### src/rtl/bubble_outbuf_loader.sv
// Loads a boot image or one page from a byte-wide image source into the bubble outbuffer,
// serialising each byte MSB first as a SETUP/STROBE write pair per bit.
module bubble_outbuf_loader (
   input  logic        MCLK,
   input  logic        nRESET,
   input  logic        START,
   input  logic        MODE,
   input  logic [10:0] PAGE,
   output logic        RD_REQ,
   output logic [19:0] RD_ADDR,
   input  logic        RD_ACK,
   input  logic [7:0]  RD_DATA,
   output logic [14:0] OUTBUFWADDR,
   output logic        OUTBUFWCLK,
   output logic        OUTBUFWDATA,
   output logic        BUSY,
   output logic        DONE,
   output logic        ERR
);

   localparam logic [8:0]  BootBytes   = 9'd480;
   localparam logic [8:0]  PageBytes   = 9'd128;
   localparam logic [14:0] BootBase    = 15'd4106;
   localparam logic [14:0] PageBase    = 15'd14342;
   localparam logic [19:0] PageOrigin  = 20'h00200;
   localparam logic [7:0]  TimeoutLast = 8'd254;

   typedef enum logic [2:0] {
      StIdle, StFetch, StSetup, StStrobe, StFinish, StFail
   } state_e;

   state_e      state_q;
   logic        mode_q;
   logic [10:0] page_q;
   logic [8:0]  byte_cnt_q;
   logic [11:0] gbit_q;
   logic [7:0]  tmo_q;
   logic [7:0]  data_q;

   logic [14:0] base;
   logic [8:0]  byte_total;
   logic [8:0]  byte_inc;
   logic [11:0] gbit_inc;

   assign base       = mode_q ? BootBase : PageBase;
   assign byte_total = mode_q ? BootBytes : PageBytes;
   assign byte_inc   = byte_cnt_q + 9'd1;
   assign gbit_inc   = gbit_q + 12'd1;

   function automatic logic [19:0] src_addr(input logic       mode,
                                            input logic [10:0] page,
                                            input logic [8:0]  idx);
      if (mode) begin
         return {11'd0, idx};
      end
      return PageOrigin + {2'b00, page, 7'd0} + {11'd0, idx};
   endfunction

   always_ff @(posedge MCLK or negedge nRESET) begin
      if (!nRESET) begin
         state_q     <= StIdle;
         mode_q      <= 1'b0;
         page_q      <= '0;
         byte_cnt_q  <= '0;
         gbit_q      <= '0;
         tmo_q       <= '0;
         data_q      <= '0;
         RD_REQ      <= 1'b0;
         RD_ADDR     <= '0;
         OUTBUFWADDR <= '0;
         OUTBUFWCLK  <= 1'b0;
         OUTBUFWDATA <= 1'b0;
         BUSY        <= 1'b0;
         DONE        <= 1'b0;
         ERR         <= 1'b0;
      end else begin
         DONE <= 1'b0;
         ERR  <= 1'b0;
         unique case (state_q)
            StIdle: begin
               if (START) begin
                  mode_q     <= MODE;
                  page_q     <= PAGE;
                  byte_cnt_q <= '0;
                  gbit_q     <= '0;
                  tmo_q      <= '0;
                  RD_ADDR    <= src_addr(MODE, PAGE, 9'd0);
                  RD_REQ     <= 1'b1;
                  BUSY       <= 1'b1;
                  state_q    <= StFetch;
               end
            end
            StFetch: begin
               if (RD_ACK) begin
                  data_q      <= RD_DATA;
                  RD_REQ      <= 1'b0;
                  OUTBUFWADDR <= base + {3'b000, gbit_q};
                  OUTBUFWDATA <= RD_DATA[7];
                  state_q     <= StSetup;
               end else if (tmo_q == TimeoutLast) begin
                  // 255th FETCH cycle without an ack
                  RD_REQ  <= 1'b0;
                  ERR     <= 1'b1;
                  state_q <= StFail;
               end else begin
                  tmo_q <= tmo_q + 8'd1;
               end
            end
            StSetup: begin
               OUTBUFWCLK <= 1'b1;
               state_q    <= StStrobe;
            end
            StStrobe: begin
               OUTBUFWCLK <= 1'b0;
               gbit_q     <= gbit_inc;
               // Bytes start on multiples of 8, so the low index bits give the bit-in-byte
               if (gbit_q[2:0] == 3'd7) begin
                  byte_cnt_q <= byte_inc;
                  if (byte_inc == byte_total) begin
                     DONE    <= 1'b1;
                     state_q <= StFinish;
                  end else begin
                     RD_ADDR <= src_addr(mode_q, page_q, byte_inc);
                     RD_REQ  <= 1'b1;
                     tmo_q   <= '0;
                     state_q <= StFetch;
                  end
               end else begin
                  data_q      <= {data_q[6:0], 1'b0};
                  OUTBUFWDATA <= data_q[6];
                  OUTBUFWADDR <= base + {3'b000, gbit_inc};
                  state_q     <= StSetup;
               end
            end
            StFinish: begin
               BUSY    <= 1'b0;
               state_q <= StIdle;
            end
            StFail: begin
               BUSY    <= 1'b0;
               state_q <= StIdle;
            end
            default: begin
               state_q <= StIdle;
            end
         endcase
      end
   end

endmodule

### config.mk
export PLATFORM = sky130hd
export DESIGN_NAME = bubble_outbuf_loader
export DESIGN_NICKNAME = d
export VERILOG_FILES = /design/src/rtl/bubble_outbuf_loader.sv
export SDC_FILE = /design/constraint.sdc
export NUM_CORES = 1
export LEC_CHECK = 0
export CAP_MARGIN = 30
export CELL_PAD_IN_SITES_DETAIL_PLACEMENT = 1
export CELL_PAD_IN_SITES_GLOBAL_PLACEMENT = 1
export CORE_UTILIZATION = 40
export DETAILED_ROUTE_END_ITERATION = 8
export PLACE_DENSITY = 0.74
export SKIP_CTS_REPAIR_TIMING = 1
export SYNTH_ARGS = -nofsm -noshare
export SYNTH_HDL_FRONTEND = slang
export SYNTH_SLANG_ARGS = --single-unit
### constraint.sdc
create_clock -name MCLK -period 7.6 [get_ports MCLK]
set_input_delay 2.28 -clock MCLK [delete_from_list [all_inputs] [get_ports MCLK]]
set_output_delay 2.28 -clock MCLK [all_outputs]
set_load 0.005 [all_outputs]
==> flow_metrics.env, run 1 <==
export IMPL_num_vias=4563
export IMPL_synth_adder_area_share_pct=4.00
export IMPL_setup_tns_ps=0
export IMPL_crit_required_ps=7840
export IMPL_multi_input_area_sq_mm=0.00287
export IMPL_die_h_microns=118
export IMPL_cts_buffers=9
export IMPL_fp_dieW_microns=118
export IMPL_syn_area_sq_mm=0.00538
export IMPL_post_synth_num_cell_types=68
export IMPL_antenna_found_initial=0
export IMPL_grt_max_degree=63
export IMPL_final_util_pct=48.3
export IMPL_p_comb_share_pct=39.4
export IMPL_relSlewSlack_pct=39.1
export IMPL_cp_max_fo=18
export IMPL_gr_total_overflow=0
export IMPL_wire_per_inst_microns=17.3
export IMPL_drv_slew=0
export IMPL_pwr_share_clk_pct=22.1
export IMPL_clk_pin_slew_ps=70
export IMPL_synth_main_ff_cell="dfrtp_1"
export IMPL_grt_usage_pct=21.7
export IMPL_seqPwrFrac_pct=38.5
export IMPL_finalCritPeriodShare_pct=56.0
export IMPL_gp_congestion=0.896
export IMPL_synth_top_family_by_area="simple AND/OR/NAND/NOR gates"
export IMPL_placed_cells=801
export IMPL_fin_nets=676
export IMPL_wl_microns=14200
export IMPL_root_buffer="clkbuf_16"
export IMPL_syn_nets=634
export IMPL_final_antenna_net_count=0
export IMPL_ys_async_sr_fraction_pct=100
export IMPL_pre_cts_ws_ps=2960
export IMPL_hold_violations=0
export IMPL_instances_no_fill=817
export IMPL_clk_latency_ps=350
export IMPL_seq_area_sq_mm=0.00228
export IMPL_fin_hold_ws_ps=479
export IMPL_crit_arrival_ps=4490
export IMPL_syn_inst=594
export IMPL_finalSetupViolCount=0
export IMPL_start_kind="primary input"
export IMPL_placed_area_sq_mm=0.00608
export IMPL_synth_mux_area_share_pct=4.37
export IMPL_critPathCaptureType="register"
export IMPL_setup_ws_ps=3350
export IMPL_synth_xor_area_share_pct=5.86
export IMPL_grt_pass1_vias=4774
export IMPL_cts_sinks=91
export IMPL_start_util_pct=40.8
export IMPL_switching_share_pct=39.1
export IMPL_fillers=1541
export IMPL_post_route_drc_count=0
export IMPL_post_route_cell_area_sq_mm=0.00638
export IMPL_hold_class="register to register"
export IMPL_rsz0062_at_grt="no"
export IMPL_io_buffers=63
export IMPL_ys_warn_count=0
export IMPL_viasPerCell=5.59
export IMPL_dp_hpwl_microns=10100
export IMPL_finalClockSkew_ps=9.73
export IMPL_tightest_slew_ps=910
export IMPL_dieArea_sq_mm=0.0139
export IMPL_synth_compound_area_share_pct=17.3
export IMPL_p_switching_mw=0.803
export IMPL_grt_pass1_wl_microns=24300
export IMPL_ctsLongestPathBuffers=2
export IMPL_htreeDepth=3
export IMPL_num_rows=42
export IMPL_finalPower_mw=2.06
export IMPL_ios=65
export IMPL_synthTopCellsByArea="dfrtp_1 (42%), nand2_1 (7.5%), o21ai_0 (4.0%)"
export IMPL_p_leak_nw=2.64
export IMPL_synth_simple_area_share_pct=21.6
export IMPL_worst_ir_drop_vdd_uv=140
export IMPL_power_density_mw_per_mm2=322
export IMPL_yosysTopAreaCell="dfrtp_1"
export IMPL_synth_edf_count=0
export IMPL_critPathKind="primary input to register"
export IMPL_max_freq_ghz=0.235
export IMPL_drive_above_1_share_pct=7.49
export IMPL_ys_seq_area_share_pct=42.3
export IMPL_max_cap_violations=0
export IMPL_syn_area_per_cell_sq_um=9.06
export IMPL_dr_pass1_iters=4
export IMPL_drtIter0Drc=247
export IMPL_finalCriticalPeriod_ps=4250
export IMPL_status="finished clean"
export IMPL_coreArea_sq_mm=0.0132
export IMPL_synth_top_area_share_pct=42.3
export IMPL_antenna_cells=0
export IMPL_yosys_register_bits=91
export IMPL_syn2layout_area_growth_pct=18.5
export IMPL_p_int_mw=1.25
export IMPL_cts_tree="done"
flip-flops by register name (all words and copies together) (netlist names), 3 cells and up:
signal / flops
OUTBUFWADDR: 15
data_q: 7
RD_ADDR: 19
state_q: 3
page_q: 11
gbit_q: 12
byte_cnt_q: 9
tmo_q: 8
Yosys cell counts, types with 6 or more instances:
library cell,count
nand2b_1,6
buf_2,9
a22o_1,6
inv_1,16
xor2_1,16
mux2i_1,10
clkbuf_1,15
and4_1,6
a31oi_1,10
xnor2_1,20
o22ai_1,11
mux2_2,12
a21oi_1,22
ha_1,14
dfrtp_1,91
o21ai_0,43
nor3_1,15
nand2_1,107
o31ai_1,7
nand3_1,16
nor2_1,35
nand4_1,12
final timing paths:
check                                      startpoint                     endpoint  slack (ps)  cells past startpoint
hold / removal             OUTBUFWADDR[2]$_DFFE_PN0P_   OUTBUFWADDR[2]$_DFFE_PN0P_         480                      2
hold reg to reg            OUTBUFWADDR[2]$_DFFE_PN0P_   OUTBUFWADDR[2]$_DFFE_PN0P_         480                      2
setup reg to reg               state_q[1]$_DFFE_PN0P_  OUTBUFWADDR[10]$_DFFE_PN0P_        3620                     10
setup / recovery                                START      RD_ADDR[12]$_DFFE_PN0P_        3350                      4
min in group asynchronous                      nRESET         tmo_q[4]$_DFFE_PN0P_        1840                      1
max in group asynchronous                      nRESET        gbit_q[5]$_DFFE_PN0P_        4600                      2
cells in the final DEF (no fill, tap or decap), types with 11 or more instances in the layout:
cell,n
nand2_1,107
dfrtp_1,91
clkdlybuf4s50_1,62
o21ai_0,43
nor2_1,35
a21oi_1,22
xnor2_1,20
xor2_1,16
inv_1,16
nand3_1,16
nor3_1,15
ha_1,14
mux2_2,12
nand4_1,12
o22ai_1,11
layout make-up:
| type | count | share of cell area, % |
|---|---|---|
| Multi-Input combinational cell | 451 | 44.9 |
| Sequential cell | 91 | 35.7 |
| Inverter | 17 | 1.00 |
| Timing Repair Buffer | 66 | 10.2 |
| Clock buffer | 9 | 3.53 |
| Tap cell | 176 | 3.45 |
| Clock inverter | 7 | 1.16 |
metal layers:
| layer | share of wire (%) | vias to the layer above | track usage [%] |
|---|---|---|---|
| met3 | 2.7 | 15 | 2.81 |
| li1 | - | 2193 | - |
| met1 | 47 | 2275 | 28.3 |
| met5 | 0 | - | 0 |
| met2 | 49 | 80 | 36.8 |
| met4 | 1.4 | 0 | 8.09 |
power by group through the flow:
stage	combinational, mW	sequential (mW)	clock (mW)
3_3_place_gp	0.782	0.787	0
4_1_cts	0.822	0.792	0.468
3_5_place_dp	0.812	0.799	0
2_1_floorplan	0.559	0.739	0
6_report	0.809	0.792	0.455
5_1_grt	0.907	0.819	0.485
cell families after synthesis:
kind of cell,after synthesis
AND/OR/NAND/NOR,234
AO/OA/AOI/OAI,142
adder cells (fa/ha/maj),16
flip-flops,91
buffers and inverters,52
other,1
XOR/XNOR,36
multiplexers,22
critical path, stage by stage:
cell             delay [ps]
clkdlybuf4s50_1         570
nand3b_1                580
o211ai_2                630
mux2_2                  410
Note: power is estimated with default switching activity, not from simulation.
==> inputs of run 2 (changes only) <==
- clock period: 7.6 -> 4.35 ns (I/O delays scaled with it)
==> run 2 against run 1 <==
Via count down 1.3%. Non-clock buffer count up 6. Sequential share of layout area down 0.28 points. First-iteration DRC count up 24%. Global-route usage about the same. Sequential cell count unchanged. Clock skew down 2.5 ps. Cell count up 0.73%. Clock power up 76%. Setup slack worse by 2300 ps. Wire length about the same. Combinational power up 78%. Critical endpoint is now RD_ADDR[16]$_DFFE_PN0P_. Largest cell class unchanged. Largest power group unchanged. Highest routed layer unchanged.
==> flow_metrics.env, run 2 (same netlist as run 1, synthesis figures left out) <==
export IMPL_status="finished clean"
export IMPL_slowest_stage="dfrtp_1"
export IMPL_gp_congestion=0.812
export IMPL_r2r_start="byte_cnt_q[0]$_DFFE_PN0P_"
export IMPL_switching_share_pct=38.6
export IMPL_num_rows=42
export IMPL_p_comb_share_pct=39.8
export IMPL_num_vias=4505
export IMPL_regMostFlops="RD_ADDR"
export IMPL_hold_class="register to register"
export IMPL_critPathKind="register to register"
export IMPL_crit_cells=11
export IMPL_max_cap_violations=0
export IMPL_wire_per_inst_microns=17.2
export IMPL_root_buffer="clkbuf_16"
export IMPL_relSlewSlack_pct=34.0
export IMPL_finalCriticalPeriod_ps=3300
export IMPL_placed_cells=807
export IMPL_post_route_drc_count=0
export IMPL_die_h_microns=118
export IMPL_grt_pass1_wl_microns=24300
export IMPL_dr_pass1_iters=7
export IMPL_dp_hpwl_microns=10200
export IMPL_wl_microns=14200
export IMPL_rsz0062_at_grt="no"
export IMPL_path_buf_inv=0
export IMPL_p_leak_nw=2.68
export IMPL_fillers=1500
export IMPL_finalClockSkew_ps=7.24
export IMPL_instances_no_fill=823
export IMPL_cts_tree="done"
export IMPL_p_switching_mw=1.40
export IMPL_gr_total_overflow=0
export IMPL_drv_slew=0
export IMPL_final_common_cell="nand2_1"
export IMPL_critPathMaxStageDelay_ps=490
export IMPL_power_density_mw_per_mm2=565
export IMPL_viasPerCell=5.47
export IMPL_reg2reg_to="RD_ADDR[16]$_DFFE_PN0P_"
export IMPL_grt_pass1_vias=4717
export IMPL_drtIter0Drc=307
export IMPL_crit_arrival_ps=3530
export IMPL_grt_usage_pct=21.7
export IMPL_p_int_mw=2.23
export IMPL_crit_required_ps=4580
export IMPL_clk_pin_slew_ps=70
export IMPL_tightest_slew_ps=987
export IMPL_critPathCaptureType="register"
export IMPL_critPathCapture="RD_ADDR[16]$_DFFE_PN0P_"
export IMPL_fin_nets=682
export IMPL_ctsLongestPathBuffers=2
export IMPL_r2r_slack_ps=1050
export IMPL_largest_reg_flops=19
export IMPL_reg_top3="RD_ADDR x19, OUTBUFWADDR x15, gbit_q x12"
export IMPL_coreArea_sq_mm=0.0132
export IMPL_startpoint="byte_cnt_q[0]$_DFFE_PN0P_"
export IMPL_syn2layout_area_growth_pct=19.4
export IMPL_most_common_layout_cells="nand2_1 (107), dfrtp_1 (91), clkdlybuf4s50_1 (62)"
export IMPL_worst_ir_drop_vdd_uv=237
export IMPL_fp_dieW_microns=118
export IMPL_finalCritPeriodShare_pct=75.9
export IMPL_start_kind="register"
export IMPL_setup_tns_ps=0
export IMPL_dieArea_sq_mm=0.0139
export IMPL_pwr_share_clk_pct=22.1
export IMPL_htreeDepth=3
export IMPL_drive_above_1_share_pct=8.35
export IMPL_finalSetupViolCount=0
export IMPL_antenna_found_initial=0
export IMPL_ios=65
export IMPL_cts_buffers=9
export IMPL_grt_max_degree=67
export IMPL_crit_family="simple AND/OR/NAND/NOR gates"
export IMPL_seqPwrFrac_pct=38.2
export IMPL_critical_path_cell_chain="ha_1, and4_1, nand4_1, xnor2_1, ha_1, a211oi_1, nor2b_1, nand4_1, xor2_1, o22ai_1, mux2_2"
export IMPL_final_antenna_net_count=0
export IMPL_cts_sinks=91
export IMPL_antenna_cells=0
export IMPL_clk_latency_ps=340
export IMPL_start_util_pct=40.8
export IMPL_hold_violations=0
export IMPL_cp_max_fo=8
export IMPL_worstRegToRegCells=11
export IMPL_max_freq_ghz=0.303
export IMPL_io_buffers=63
## run 2: cell types whose count changed in the layout (fill, tap and decap cells not counted), sizes merged
cell / before / now
clkbuf: 9 / 10
clkinv: 3 / 4
buf: 4 / 10
inv: 19 / 17
## run 2: final cells by class
class	instances	area (sq um)	share of cell area, %
Multi-Input combinational cell	451	2870	44.6
Sequential cell	91	2280	35.4
Timing Repair Buffer	72	696	10.8
Clock buffer	10	239	3.72
Tap cell	176	220	3.43
Clock inverter	6	65.1	1.01
Inverter	17	63.8	0.993
## run 2: worst min path at each step
stage | start | endpoint | slack, ps | cells after the start
final | OUTBUFWADDR[10]$_DFFE_PN0P_ | OUTBUFWADDR[10]$_DFFE_PN0P_ | 490 | 2
after global routing | OUTBUFWCLK$_DFFE_PN0P_ | OUTBUFWCLK$_DFFE_PN0P_ | 520 | 2
after CTS | OUTBUFWADDR[10]$_DFFE_PN0P_ | OUTBUFWADDR[10]$_DFFE_PN0P_ | 490 | 2
after detailed placement | OUTBUFWADDR[2]$_DFFE_PN0P_ | OUTBUFWADDR[2]$_DFFE_PN0P_ | 460 | 2
after global placement | OUTBUFWADDR[10]$_DFFE_PN0P_ | OUTBUFWADDR[10]$_DFFE_PN0P_ | 460 | 2
after floorplan | data_q[0]$_DFFE_PN0P_ | data_q[0]$_DFFE_PN0P_ | 450 | 2
## run 2: routing by layer
layer	GRT usage, %	part of all wire (%)	vias up
li1	-	-	2205
met4	7.05	1.1	0
met1	28.8	48	2219
met5	0	0	-
met3	2.81	2.7	11
met2	36.7	48	70
## run 2: worst register-to-register path, delay by kind of cell, from the launching register on
kind            cells  cell delay [ps]
simple gates        4              730
flops               1              490
fa+ha+maj           2              680
xor+xnor            2              580
mux                 1              270
compound gates      2              440
## run 2: stage by stage
stage	setup WS [ps]	power (mW)	util [%]	hold slack (ps)	instance area (sq um)
floorplan	1440	2.27	-	450	5380
global placement	1060	2.78	46.4	460	6120
detailed placement	1020	2.84	46.4	464	6120
CTS	1050	3.67	48.7	489	6430
global route	645	3.89	48.7	521	6430
finish	1050	3.63	48.7	486	6430
## run 2: power by group through the flow
stage	logic [mW]	clock network (mW)	registers (mW)
after global routing	1.61	0.846	1.43
after detailed placement	1.44	0	1.40
after CTS	1.47	0.821	1.39
after global placement	1.40	0	1.38
after floorplan	0.977	0	1.29
final	1.44	0.801	1.39
